===== src/rtl/if_id_ctrl.sv =====
// Pipeline sequencer driving PC / IF/ID / ID/EX enables for stalls, flushes, memory wait and halt.
// Optional IF_ID_CTRL_PERF_EN adds saturating stall/flush/wait event counters.
module if_id_ctrl #(
    parameter int ADDR_W              = 14,
    parameter int REG_W               = 5,
    parameter int BRANCH_FLUSH_CYCLES = 1,
    parameter int LU_STALL_CYCLES     = 1,
    parameter int MEM_TIMEOUT         = 255
) (
    input  logic              clock,
    input  logic              nreset,
    input  logic              halt_req,
    input  logic              resume,
    input  logic              imem_ready,
    input  logic              ex_mem_read,
    input  logic [REG_W-1:0]  ex_rd,
    input  logic [REG_W-1:0]  id_rs1,
    input  logic [REG_W-1:0]  id_rs2,
    input  logic              id_use_rs1,
    input  logic              id_use_rs2,
    input  logic              branch_taken,
    input  logic [ADDR_W-1:0] branch_target,
    output logic              pc_en,
    output logic              if_id_en,
    output logic              if_id_flush,
    output logic              id_ex_bubble,
    output logic              redirect_valid,
    output logic [ADDR_W-1:0] redirect_addr,
    output logic              halted,
    output logic              mem_err,
    output logic [31:0]       stall_count,
    output logic [31:0]       flush_count,
    output logic [31:0]       wait_count,
    output logic [2:0]        dbg_state_o
);

    typedef enum logic [2:0] {
        S_RUN      = 3'd0,
        S_LU_STALL = 3'd1,
        S_FLUSH    = 3'd2,
        S_MEM_WAIT = 3'd3,
        S_HALTED   = 3'd4
    } state_t;

    localparam logic [3:0] BF_CNT   = 4'(BRANCH_FLUSH_CYCLES - 1);
    localparam logic [3:0] LU_CNT   = 4'(LU_STALL_CYCLES - 1);
    localparam logic [7:0] MT_CNT   = 8'(MEM_TIMEOUT);
    localparam logic       BF_MULTI = (BRANCH_FLUSH_CYCLES > 1);
    localparam logic       LU_MULTI = (LU_STALL_CYCLES > 1);

    state_t     state_q, state_d;
    logic [3:0] cnt_q, cnt_d;
    logic [7:0] wcnt_q, wcnt_d;
    logic       mem_err_q, mem_err_d;
    logic       hz;
    logic       run_decode;

    assign hz = ex_mem_read && (ex_rd != '0) &&
                ((id_use_rs1 && (ex_rd == id_rs1)) || (id_use_rs2 && (ex_rd == id_rs2)));

    always_ff @(posedge clock) begin
        if (!nreset) begin
            state_q   <= S_RUN;
            cnt_q     <= '0;
            wcnt_q    <= '0;
            mem_err_q <= 1'b0;
        end else begin
            state_q   <= state_d;
            cnt_q     <= cnt_d;
            wcnt_q    <= wcnt_d;
            mem_err_q <= mem_err_d;
        end
    end

    always_comb begin
        state_d        = state_q;
        cnt_d          = cnt_q;
        wcnt_d         = wcnt_q;
        mem_err_d      = mem_err_q;
        pc_en          = 1'b0;
        if_id_en       = 1'b0;
        if_id_flush    = 1'b0;
        id_ex_bubble   = 1'b0;
        redirect_valid = 1'b0;
        run_decode     = 1'b0;

        case (state_q)
            S_RUN: run_decode = 1'b1;
            S_LU_STALL: begin
                if (branch_taken) begin
                    run_decode = 1'b1;
                end else begin
                    id_ex_bubble = 1'b1;
                    cnt_d        = cnt_q - 4'd1;
                    if (cnt_q == 4'd1) state_d = S_RUN;
                end
            end
            S_FLUSH: begin
                if (branch_taken) begin
                    run_decode = 1'b1;
                end else begin
                    pc_en        = imem_ready;
                    if_id_flush  = 1'b1;
                    id_ex_bubble = 1'b1;
                    if (imem_ready) begin
                        cnt_d = cnt_q - 4'd1;
                        if (cnt_q == 4'd1) state_d = S_RUN;
                    end
                end
            end
            S_MEM_WAIT: begin
                // Ready ends the wait and that same cycle is decoded exactly like RUN.
                if (branch_taken || imem_ready) begin
                    run_decode = 1'b1;
                end else begin
                    id_ex_bubble = 1'b1;
                    if (wcnt_q == MT_CNT) begin
                        mem_err_d = 1'b1;
                        wcnt_d    = '0;
                        state_d   = S_HALTED;
                    end else begin
                        wcnt_d = wcnt_q + 8'd1;
                    end
                end
            end
            S_HALTED: begin
                id_ex_bubble = 1'b1;
                if (resume && !mem_err_q && !halt_req) state_d = S_RUN;
            end
            default: state_d = S_RUN;
        endcase

        if (run_decode) begin
            state_d = S_RUN;
            cnt_d   = '0;
            wcnt_d  = '0;
            if (branch_taken) begin
                redirect_valid = 1'b1;
                pc_en          = 1'b1;
                if_id_flush    = 1'b1;
                id_ex_bubble   = 1'b1;
                if (BF_MULTI) begin
                    state_d = S_FLUSH;
                    cnt_d   = BF_CNT;
                end
            end else if (halt_req) begin
                id_ex_bubble = 1'b1;
                state_d      = S_HALTED;
            end else if (!imem_ready) begin
                id_ex_bubble = 1'b1;
                wcnt_d       = 8'd1;
                state_d      = S_MEM_WAIT;
            end else if (hz) begin
                id_ex_bubble = 1'b1;
                if (LU_MULTI) begin
                    state_d = S_LU_STALL;
                    cnt_d   = LU_CNT;
                end
            end else begin
                pc_en    = 1'b1;
                if_id_en = 1'b1;
            end
        end

        if (!nreset) begin
            pc_en          = 1'b0;
            if_id_en       = 1'b0;
            if_id_flush    = 1'b1;
            id_ex_bubble   = 1'b1;
            redirect_valid = 1'b0;
        end
    end

    assign redirect_addr = redirect_valid ? branch_target : '0;
    assign halted        = (state_q == S_HALTED);
    assign mem_err       = mem_err_q;
    assign dbg_state_o   = state_q;

`ifdef IF_ID_CTRL_PERF_EN
    logic [31:0] stall_cnt_q, flush_cnt_q, wait_cnt_q;

    always_ff @(posedge clock) begin
        if (!nreset) begin
            stall_cnt_q <= '0;
            flush_cnt_q <= '0;
            wait_cnt_q  <= '0;
        end else begin
            if (!if_id_en && !if_id_flush && (state_q != S_HALTED) && (stall_cnt_q != '1))
                stall_cnt_q <= stall_cnt_q + 32'd1;
            if (if_id_flush && (flush_cnt_q != '1))
                flush_cnt_q <= flush_cnt_q + 32'd1;
            if ((state_q == S_MEM_WAIT) && (wait_cnt_q != '1))
                wait_cnt_q <= wait_cnt_q + 32'd1;
        end
    end

    assign stall_count = stall_cnt_q;
    assign flush_count = flush_cnt_q;
    assign wait_count  = wait_cnt_q;
`else
    assign stall_count = '0;
    assign flush_count = '0;
    assign wait_count  = '0;
`endif

endmodule

===== config.mk =====
export PLATFORM = sky130hd
export DESIGN_NAME = if_id_ctrl
export DESIGN_NICKNAME = d
export VERILOG_FILES = /design/src/rtl/if_id_ctrl.sv
export SDC_FILE = /design/constraint.sdc
export NUM_CORES = 1
export LEC_CHECK = 0
export BUFFER_PORTS_ARGS = -buffer_cell sky130_fd_sc_hd__buf_2
export CAP_MARGIN = 30
export CELL_PAD_IN_SITES_DETAIL_PLACEMENT = 0
export CELL_PAD_IN_SITES_GLOBAL_PLACEMENT = 1
export CORE_ASPECT_RATIO = 1.2
export CORE_MARGIN = 4
export CORE_UTILIZATION = 25
export CTS_CLUSTER_DIAMETER = 120
export DETAILED_ROUTE_END_ITERATION = 7
export PLACE_DENSITY = 0.89
export SLEW_MARGIN = 30
export SYNTH_ARGS = -nofsm -noshare
export SYNTH_HDL_FRONTEND = slang
export SYNTH_SLANG_ARGS = --single-unit

===== constraint.sdc =====
create_clock -name clock -period 2.8 [get_ports clock]
set_input_delay 0.56 -clock clock [delete_from_list [all_inputs] [get_ports clock]]
set_output_delay 0.56 -clock clock [all_outputs]
set_load 0.1 [all_outputs]

# [Word level (Yosys, flattened, before mapping)]
# Index checks and enable logic that the tools add are counted.
[totals] output_inout_bits=120 wordCells=103 inputBits=38 regBits=16
[op_classes] add_sub_neg=2 bitwise=2 n_eq_ne=19 muxes=56 n_reduce_logical=20
[ops] cell="2-to-1 mux 1 bit" count=33
[ops] cell="2-to-1 mux 8 bit" count=4
[ops] cell="2-to-1 mux 3 bit" count=10
[ops] cell="inequality test 3 bit, second input constant" count=5
[ops] cell="one-hot mux 3 bit (5 select lines)" count=1
[ops] cell="2-to-1 mux 14 bit" count=1
[ops] cell="2-to-1 mux 4 bit" count=3
[ops] cell="== test 5 bit" count=2
[ops] cell="inequality test 2 bit, second input constant" count=5
[ops] cell="adder 8 x 1 -> 8 bit, second input constant" count=1
[ops] cell="== test 8 bit, second input constant" count=1
[ops] cell="one-hot mux 4 bit (2 select lines)" count=1
[ops] cell="AND reduction 7 bit" count=1
[ops] cell="== test 3 x 2 -> 1 bit, second input constant" count=2
[ops] cell="logical AND 1 bit" count=6
[ops] cell="one-hot mux 1 bit (3 select lines)" count=2
[ops] cell="nonzero test 5 bit" count=1
[ops] cell="== test 4 x 1 -> 1 bit, second input constant" count=1
[ops] cell="AND reduction 4 bit" count=1
[ops] cell="nonzero test 2 bit" count=2
[ops] cell="OR reduction 2 bit" count=2
[ops] cell="subtractor 4 x 1 -> 4 bit, second input constant" count=1
[ops] cell="== test 3 x 1 -> 1 bit, second input constant" count=1
[ops] cell="== test 3 bit, second input constant" count=1
[ops] cell="other kinds (8)" count=11

# [Depth between registers and ports, before layout]
# Gate-level depths: netlist of the first run.
[logic_depth] word_depth=10 ltp_mapped=7

# [Worst setup path after synthesis of the first run]
# OpenSTA, ideal clock, no wires.
[synth_path] path_type="reg2out" start="register state_q[1] (netlist: dbg_state_o[1])" end="output id_ex_bubble" t_required_ps=2240 setup_slack_ps=-1368 path_stages_with_launch=4 arrival_ps=3608 cell_sequence="dfxtp_1 > ha_1 > a21oi_1 > o21ai_0"
[synth_via] elab_chain_len=9
[synth_rtl] element="start, declared" line="51" text="state_t state_q, state_d;"
[synth_rtl] element="start signal, assigned" line="68" text="state_q <= state_d;"
[synth_rtl] element="== test 3 x 2 -> 1 bit / == test 3 x 1 -> 1 bit (equally long branches)" line="87" text="case (state_q)"
[synth_rtl] element="OR reduction 2 bit (no line)"
[synth_rtl] element="one-hot mux 1 bit (3 select lines)" line="87"
[synth_rtl] element="2-to-1 mux 1 bit" line="153" text="end else if (hz) begin"
[synth_rtl] element="2-to-1 mux 1 bit" line="149" text="end else if (!imem_ready) begin"
[synth_rtl] element="2-to-1 mux 1 bit" line="146" text="end else if (halt_req) begin"
[synth_rtl] element="2-to-1 mux 1 bit" line="137" text="if (branch_taken) begin"
[synth_rtl] element="2-to-1 mux 1 bit *" line="133" text="if (run_decode) begin"
[synth_rtl] element="2-to-1 mux 1 bit *" line="165" text="if (!nreset) begin"
[synth_rtl] element="end, declared" line="26" text="output logic id_ex_bubble,"
# Every way passes the cells marked *; elsewhere a longest branch is shown, timed or not.

# [Final worst setup path of the first run]
[layout_path] start="register state_q[2] (netlist: dbg_state_o[2])" end="output redirect_addr[6]"
[layout_via] elab_chain_len=6
[layout_rtl] element="== test 3 x 2 -> 1 bit / == test 3 x 1 -> 1 bit (equally long branches)" line="87"
[layout_rtl] element="OR reduction 2 bit (no line)"
[layout_rtl] element="one-hot mux 1 bit (3 select lines) *" line="87"
[layout_rtl] element="2-to-1 mux 1 bit *" line="133"
[layout_rtl] element="2-to-1 mux 1 bit *" line="165"
[layout_rtl] element="2-to-1 mux 14 bit *" line="174" text="assign redirect_addr = redirect_valid ? branch_target : '0;"
[layout_rtl] element="end, declared" line="28" text="output logic [ADDR_W-1:0] redirect_addr,"
# Marks and branches as above.

==> impl_metrics.tcl, run 1 <==
set metrics [dict create \
    status "finished clean" \
    antenna_violating_nets_post_route 0 \
    cts_tree "built" \
    slew_violations 0 \
    largest_net_degree_at_the_start_of_global_routing 16 \
    report.final.setup_viol 0 \
    critical_path.max_fanout 15 \
    worst_skew_pair.late_latency_ps 240 \
    max_freq_ghz 0.390 \
    number_of_vias_per_cell 3.56 \
    crit_path_max_incr_delay_ps 420 \
    initial_core_util 0.262 \
    fin_setup_tns_ps 0 \
    cts_repair_resize_count 0 \
    post_detailed_route_wirelength_per_cell_um 9.87 \
    number_of_global_route_vias_before_repair 1160 \
    detailedPlacementHpwl_um 3160 \
    dr_total_vias 1252 \
    buffers_added_on_ports 61 \
    initialDrtViolationCount 42 \
    flip_flop_and_latch_count_after_synthesis 11 \
    die_span_x_um 81.2 \
    post_detailed_route_drc_marker_count 0 \
    postSynth.topFlopCell "dfxtp_1" \
    synth_area_leader_cell "buf_4" \
    layout_worst_path_cycle_share 0.916 \
    clock-root-buffer "clkbuf_8" \
    die-area_um2 7780 \
    fp.dieH_um 95.9 \
    grt_setup_unrepaired "false" \
    worstPathArrival_ps 2010 \
    h_tree_lvl_count 1 \
    area_used_by_sequential_logic_in_the_layout_um2 223 \
    multi_input_comb_area_um2 1010 \
    netlist_area_um2 1610 \
    max_cap_viol_count 0 \
    timing.hold.worst.class "reg2reg" \
    cts.clk_slew.worst_paths_ps 50 \
    ys_types 39 \
    synth.top_cell.area_share 0.453 \
    timing.setup.critical_path_class "reg2out" \
    worstSetupStartpointType "register" \
    leakage_nw 0.979 \
    antenna_found_initial 1 \
    fin_crit_ps 2570 \
    place_congestion 0.765 \
    crit_chain "inv_1 > ha_1 > a21o_1 > and3_4 > and2_4 > buf_2" \
    synthArstFlopShare 0 \
    synthesis.area_per_instance_um2 7.69 \
    cts_inserted_buffers 3 \
    synth.top_cells.by_area "buf_4 45%, dfxtp_1 14%, xor2_1 6.5%" \
    grt_pass1_wl_um 5060 \
    most-common-layout-cells "96 x conb_1, 58 x buf_2, 12 x xor2_1" \
    hold_viol_final 0 \
    total_power_density_per_cell_area_nw_per_um2 647 \
    critical_path.endpoint_type "output port" \
    clock_path_buffers 2 \
    yosysWarningCount 0 \
    placement_rows 31 \
    globalRouteTotalUtil 0.0841 \
    cts.hold.buffers_added 0 \
    worstPathRequired_ps 2240 \
    clock-sinks 11 \
    num_antenna_cells 0 \
    slowest_stage_cell_cp "buf_2" \
    synth_edf_count 0 \
    clock_skew_ps 0.789 \
    num-fill-cells 693 \
    area_growth_pct 9.57 \
    grt-ovfl-total 0 \
    mostFrequentLayoutCell "conb_1" \
    post_route_cells_drive_above_1_share 0.304 \
    postSynthCellCount 209 \
    postCtsSetupBuffers 0 \
    peakVddDrop_mv 0.219 \
    yosysSeqAreaShare 0.137 \
    num_io_pins 158 \
    hold_slack_ps 471 \
    placeable_core_region_um2 6130 \
    finalWirelength_um 3480 \
    design.final.nets 313 \
    drt_first_pass_iters 3 \
]
layer usage:
layer / share of wire / track usage
met5: 0.0020 / 0
met4: 0.032 / 0.0423
met3: 0.14 / 0.0309
met2: 0.50 / 0.143
met1: 0.33 / 0.0910
logic make-up (layout without fill, tap and decap cells):
kind of cell               after synthesis  count (layout)  synth area share
and+or+nand+nor                         50              50             0.177
buffers and inverters                  106              72             0.475
DFF                                     11              11             0.137
xor gates and xnor gates                15              15            0.0817
adders and majority gates                4               4            0.0311
other                                    1              96           0.00233
AOI/OAI and AO/OA                       22              22            0.0957
synth_stat cells (all sizes together), types with 2 or more instances:
library cell,number
dfxtp,11
nand3,7
xnor2,3
o21ai,5
a21oi,3
buf,98
and2,15
nor4,2
xor2,12
nand2,4
or2,2
a21boi,2
nor2,9
ha,4
nand4,3
and3,2
a21o,3
o31ai,2
inv,7
or3,2
where the power goes:
part	total [W]	internal, W	switching (W)	leakage (nW)
sequential	0.000164	0.000160	0.00000342	0.0898
clock	0.000162	0.0000980	0.0000637	0.0255
combinational	0.000813	0.0000719	0.000742	0.864
sequential cells by signal, indices dropped and copies added (netlist names):
name         flops
wcnt_q           8
mem_err          1
dbg_state_o      2
worst max-delay path: cells and delay by family, from the launching register on:
family,cells,cell delay (ps)
flops,1,330
fa+ha+maj,1,270
simple gates,2,440
compound gates,1,200
buf+inv,2,510
worst paths after layout:
kind,from,endpoint,slack [ps],cells past startpoint
setup reg to reg,dbg_state_o[1],dbg_state_o[1],1210,6
setup / recovery,dbg_state_o[2],redirect_addr[6],230,6
hold reg to reg,mem_err,mem_err,470,2
hold / removal,mem_err,mem_err,470,2
per-stage QoR:
step | utilization | power [W] | setup WS, ps | instance area (µm²) | std cells
CTS | 0.287 | 0.00114 | 213 | 1760 | 352
finish | 0.287 | 0.00114 | 234 | 1760 | 352
global placement | 0.280 | 0.000975 | 225 | 1720 | 348
detailed placement | 0.280 | 0.000978 | 218 | 1720 | 348
floorplan | - | 0.00102 | -4.45 | 2000 | 304
global route | 0.287 | 0.00117 | 90.5 | 1760 | 352
area by class of cell:
cell class / instances / area share
clock buffers: 3 / 0.0234
clock inverters: 1 / 0.00284
inverters: 7 / 0.0149
multi-input cells: 187 / 0.575
flip-flops and latches: 11 / 0.126
well taps: 82 / 0.0582
repair buffers: 61 / 0.199
Note: power is estimated with default switching activity, not from simulation.
==> inputs of run 2 (changes only) <==
==> constraint.sdc (replaced) <==
create_clock -name clock -period 2.8 [get_ports clock]
set_input_delay 0.42 -clock clock [delete_from_list [all_inputs] [get_ports clock]]
set_output_delay 0.42 -clock clock [all_outputs]
set_load 0.1 [all_outputs]
==> run 2 against run 1 <==
Die area did not move. Clock power fell by 2%. Combinational power fell by 0.9%. Fmax rose by 5.3%. Sequential share of layout area rose by 0.20 points. Critical path type unchanged. Highest routed layer is now met4.
==> impl_metrics.tcl, run 2 (synthesized netlist as in run 1, its figures left out) <==
set metrics [dict create \
    clock_path_buffers 2 \
    switching_share 0.711 \
    grt-ovfl-total 0 \
    worstSetupStartpointType "register" \
    most-common-layout-cells "96 x conb_1, 59 x buf_2, 12 x xor2_1" \
    num-fill-cells 709 \
    cts_tree "built" \
    dr_total_vias 1219 \
    number_of_flip_flops_under_the_largest_register_name 8 \
    peakVddDrop_mv 0.199 \
    cts.hold.buffers_added 0 \
    die_span_x_um 81.2 \
    area_growth_pct 7.86 \
    layout_worst_path_cycle_share 0.870 \
    largest_net_degree_at_the_start_of_global_routing 16 \
    cts.clk_slew.worst_paths_ps 50 \
    drt_first_pass_iters 4 \
    timing.critical_path.buf_inv 2 \
    max_freq_ghz 0.411 \
    timing.setup.critical_path_class "reg2out" \
    hold_viol_final 0 \
    multi_input_comb_area_um2 1000 \
    clock-sinks 11 \
    fin_crit_ps 2440 \
    total_power_density_per_cell_area_nw_per_um2 650 \
    status "finished clean" \
    hold_slack_ps 484 \
    finalWirelength_um 3470 \
    largest-register "wcnt_q" \
    globalRouteTotalUtil 0.0769 \
    placement_rows 31 \
    mostFrequentLayoutCell "conb_1" \
    place_congestion 0.829 \
    initialDrtViolationCount 23 \
    dpl.cell_count 348 \
    p_comb_frac 0.715 \
    postCtsSetupBuffers 0 \
    number_of_vias_per_cell 3.46 \
    worstPathRequired_ps 2380 \
    post_detailed_route_wirelength_per_cell_um 9.87 \
    worst_skew_pair.late_latency_ps 240 \
    fp.dieH_um 95.9 \
    critPathTopFamily "buffers and inverters" \
    grt_pass1_wl_um 4710 \
    num_io_pins 158 \
    finish.cell_count_without_fillers 352 \
    crit_path_max_incr_delay_ps 430 \
    initial_core_util 0.262 \
    leakage_nw 0.962 \
    internal_power_w 0.000326 \
    clock_power_share 0.140 \
    timing.hold.worst.class "reg2reg" \
    power.switching_w 0.000801 \
    area_used_by_sequential_logic_in_the_layout_um2 223 \
    die-area_um2 7780 \
    clock_skew_ps 1.59 \
    max_cap_viol_count 0 \
    antenna_found_initial 0 \
    design.final.nets 313 \
    number_of_global_route_vias_before_repair 1063 \
    post_route_cells_drive_above_1_share 0.300 \
    worstPathArrival_ps 2020 \
    placeable_core_region_um2 6130 \
    cts_repair_resize_count 0 \
    crit_chain "inv_1 > ha_1 > a21o_1 > and3_4 > and2_2 > buf_2" \
    power_frac_seq 0.145 \
    antenna_violating_nets_post_route 0 \
    buffers_added_on_ports 61 \
    detailedPlacementHpwl_um 3160 \
    grt_setup_unrepaired "false" \
    num_antenna_cells 0 \
    post_detailed_route_drc_marker_count 0 \
    critical_path.endpoint_type "output port" \
    h_tree_lvl_count 1 \
    slew_violations 0 \
    clock-root-buffer "clkbuf_8" \
    critical_path.max_fanout 15 \
    slowest_stage_cell_cp "buf_2" \
    report.final.setup_viol 0 \
    cts_inserted_buffers 3 \
]
[run 2: changes by cell type in the layout (fill, tap and decap cells not counted), sizes merged]
cell	delta
clkbuf	+1
clkinv	-1
[run 2: layer usage]
| metal | global-route usage | wire length (µm) | share of wire |
|---|---|---|---|
| met4 | 0.0338 | 57 | 0.016 |
| met2 | 0.134 | 1810 | 0.52 |
| met3 | 0.0159 | 376 | 0.11 |
| met5 | 0 | 0 | 0 |
| met1 | 0.0896 | 1230 | 0.35 |
[run 2: metrics by stage]
stage                      util  power (W)  cell area (µm²)  setup slack (ps)  TNS [ps]
final                     0.283    0.00113             1730               365         0
after floorplan               -    0.00101             1990             -30.3      -273
after global placement    0.276   0.000968             1690               441         0
after CTS                 0.283    0.00113             1730               361         0
after detailed placement  0.276   0.000970             1690               446         0
after global routing      0.283    0.00116             1730               264         0
[run 2: final timing paths]
kind,startpoint,endpoint,slack (ps),cells after the start
min reg2reg,wcnt_q[7],wcnt_q[7],480,2
max,dbg_state_o[2],redirect_addr[11],360,6
max reg2reg,dbg_state_o[1],dbg_state_o[1],1270,6
min,wcnt_q[7],wcnt_q[7],480,2
[run 2: area by class of cell]
class	count	share of cell area
well taps	82	0.0592
repair buffers	61	0.193
multi-input cells	187	0.578
flip-flops and latches	11	0.128
clock buffers	4	0.0260
inverters	7	0.0152
[run 2: power by group through the flow]
| stage | combinational, W | clock, W | sequential, W |
|---|---|---|---|
| final | 0.000806 | 0.000158 | 0.000163 |
| after global routing | 0.000828 | 0.000167 | 0.000164 |
| after CTS | 0.000803 | 0.000161 | 0.000164 |
| after detailed placement | 0.000803 | 0 | 0.000167 |
| after global placement | 0.000801 | 0 | 0.000166 |
| after floorplan | 0.000834 | 0 | 0.000177 |
[run 2: worst min-delay path, stage by stage (launching register included)]
cell      delay [ps]
dfxtp_1          320
nand2_1           60
a21boi_1          50
==> inputs of run 3 (changes only) <==
--- a/config.mk
+++ b/config.mk
@@ -11,10 +11,11 @@
 export CELL_PAD_IN_SITES_GLOBAL_PLACEMENT = 1
 export CORE_ASPECT_RATIO = 1.2
 export CORE_MARGIN = 4
-export CORE_UTILIZATION = 25
+export CORE_UTILIZATION = 26
+export CTS_BUF_LIST = sky130_fd_sc_hd__clkbuf_4
 export CTS_CLUSTER_DIAMETER = 120
 export DETAILED_ROUTE_END_ITERATION = 7
-export PLACE_DENSITY = 0.89
+export PLACE_DENSITY = 0.92
 export SLEW_MARGIN = 30
 export SYNTH_ARGS = -nofsm -noshare
 export SYNTH_HDL_FRONTEND = slang
==> run 3 against run 2 <==
Sequential share of layout area grew 0.23 points. Sequential cell count unchanged. Setup slack got worse by 45 ps. Fmax is 1.8% lower. Via count grew 2.7%. Utilization about the same. Register-to-register slack about the same. Non-clock buffer count unchanged. Critical endpoint is now redirect_addr[6]. Global-route usage increased by 1.1 points. Critical path type unchanged. Clock skew up 1.0 ps. First-iteration DRC count up 4.3%.
==> impl_metrics.tcl, run 3 (synthesized netlist as in run 1, its figures left out) <==
set metrics [dict create \
    placeable_core_region_um2 6010 \
    clock_path_buffers 2 \
    layout_worst_path_cycle_share 0.886 \
    leakage_nw 0.953 \
    antenna_found_initial 0 \
    die_span_x_um 79.8 \
    post_detailed_route_wirelength_per_cell_um 10.2 \
    cts_inserted_buffers 3 \
    cts.clk_slew.worst_paths_ps 70 \
    num-fill-cells 670 \
    peakVddDrop_mv 0.233 \
    clock_skew_ps 2.60 \
    worstPathRequired_ps 2380 \
    fin_setup_tns_ps 0 \
    critical_path.max_fanout 15 \
    slew_violations 0 \
    timing.hold.worst.class "in2reg" \
    post_detailed_route_drc_marker_count 0 \
    max_freq_ghz 0.403 \
    largest_net_degree_at_the_start_of_global_routing 16 \
    number_of_flip_flops_under_the_largest_register_name 8 \
    timing.setup.critical_path_class "reg2out" \
    area_growth_pct 5.99 \
    worstPathArrival_ps 2060 \
    fp.dieH_um 94.1 \
    whs_path_depth 3 \
    globalRouteTotalUtil 0.0883 \
    grt_setup_unrepaired "false" \
    hold_viol_final 0 \
    num_io_pins 158 \
    worst_skew_pair.late_latency_ps 260 \
    worstSetupStartpointType "register" \
    cts.hold.buffers_added 0 \
    max_cap_viol_count 0 \
    crit_path_max_incr_delay_ps 420 \
    initial_core_util 0.267 \
    postCtsSetupBuffers 0 \
    mostFrequentLayoutCell "conb_1" \
    dr_total_vias 1252 \
    layout_setup_ws_ps 320 \
    slowest_stage_cell_cp "buf_2" \
    cts_tree "built" \
    placement_rows 31 \
    drt_first_pass_iters 4 \
    crit_chain "inv_1 > ha_1 > a21o_1 > and3_4 > and2_2 > buf_2" \
    number_of_global_route_vias_before_repair 1108 \
    detailedPlacementHpwl_um 3220 \
    number_of_vias_per_cell 3.56 \
    num_antenna_cells 0 \
    cts_repair_resize_count 0 \
    critical_path.endpoint_type "output port" \
    clock-sinks 11 \
    dpl_worst_slack_ps 361 \
    die-area_um2 7510 \
    status "finished clean" \
    most-common-layout-cells "96 x conb_1, 60 x buf_2, 12 x xor2_1" \
    place_congestion 0.814 \
    hold_slack_ps 466 \
    report.final.setup_viol 0 \
    worst-r2r-cell-count 6 \
    post_route_cells_drive_above_1_share 0.304 \
    largest-register "wcnt_q" \
    total_power_density_per_cell_area_nw_per_um2 635 \
    fin_crit_ps 2480 \
    antenna_violating_nets_post_route 0 \
    buffers_added_on_ports 61 \
    finalWirelength_um 3580 \
    initialDrtViolationCount 24 \
    grt-ovfl-total 0 \
    clock-root-buffer "clkbuf_4" \
    design.final.nets 313 \
    h_tree_lvl_count 1 \
    grt_pass1_wl_um 5190 \
]
[run 3: stage by stage]
| step | area [µm²] | power, W | utilization | cells |
|---|---|---|---|---|
| 6_report | 1700 | 0.00108 | 0.283 | 352 |
| 5_1_grt | 1700 | 0.00112 | 0.283 | 352 |
| 4_1_cts | 1700 | 0.00108 | 0.283 | 352 |
| 3_5_place_dp | 1670 | 0.000967 | 0.278 | 348 |
| 3_3_place_gp | 1670 | 0.000965 | 0.278 | 348 |
| 2_1_floorplan | 1990 | 0.00101 | - | 304 |
[run 3: final timing paths]
kind,slack [ps],startpoint,end
setup / recovery,320,dbg_state_o[2],redirect_addr[6]
hold / removal,470,nreset,dbg_state_o[2]
hold reg to reg,480,mem_err,mem_err
setup reg to reg,1260,dbg_state_o[1],dbg_state_o[1]
[run 3: report_power, final]
part | internal (W) | switching [W] | leakage (nW)
Sequential | 0.000160 | 0.00000301 | 0.0898
Combinational | 0.0000620 | 0.000741 | 0.845
Clock | 0.0000648 | 0.0000516 | 0.0184
Total | 0.000287 | 0.000796 | 0.953
[run 3: final cells by class]
type / instances / area (µm²) / area share
tap: 82 / 103 / 0.0602
inverter: 7 / 26.3 / 0.0154
multi-input combinational: 187 / 1000 / 0.588
timing repair buffer: 61 / 320 / 0.188
sequential: 11 / 223 / 0.131
clock buffer: 4 / 30.0 / 0.0176
[run 3: layer usage]
layer,wire length [µm],part of all wire,track usage,vias up
met5,0,0,0,-
met4,34,0.0095,0.0296,0
met3,412,0.12,0.0230,4
met1,1210,0.34,0.0963,556
li1,-,-,-,607
met2,1930,0.54,0.163,85
[run 3: critical path: cells and delay by family (launching register included)]
family                     cells  cell delay, ps
and+or+nand+nor                2             440
adders and majority gates      1             290
AOI/OAI and AO/OA              1             230
DFF                            1             330
buffers and inverters          2             510
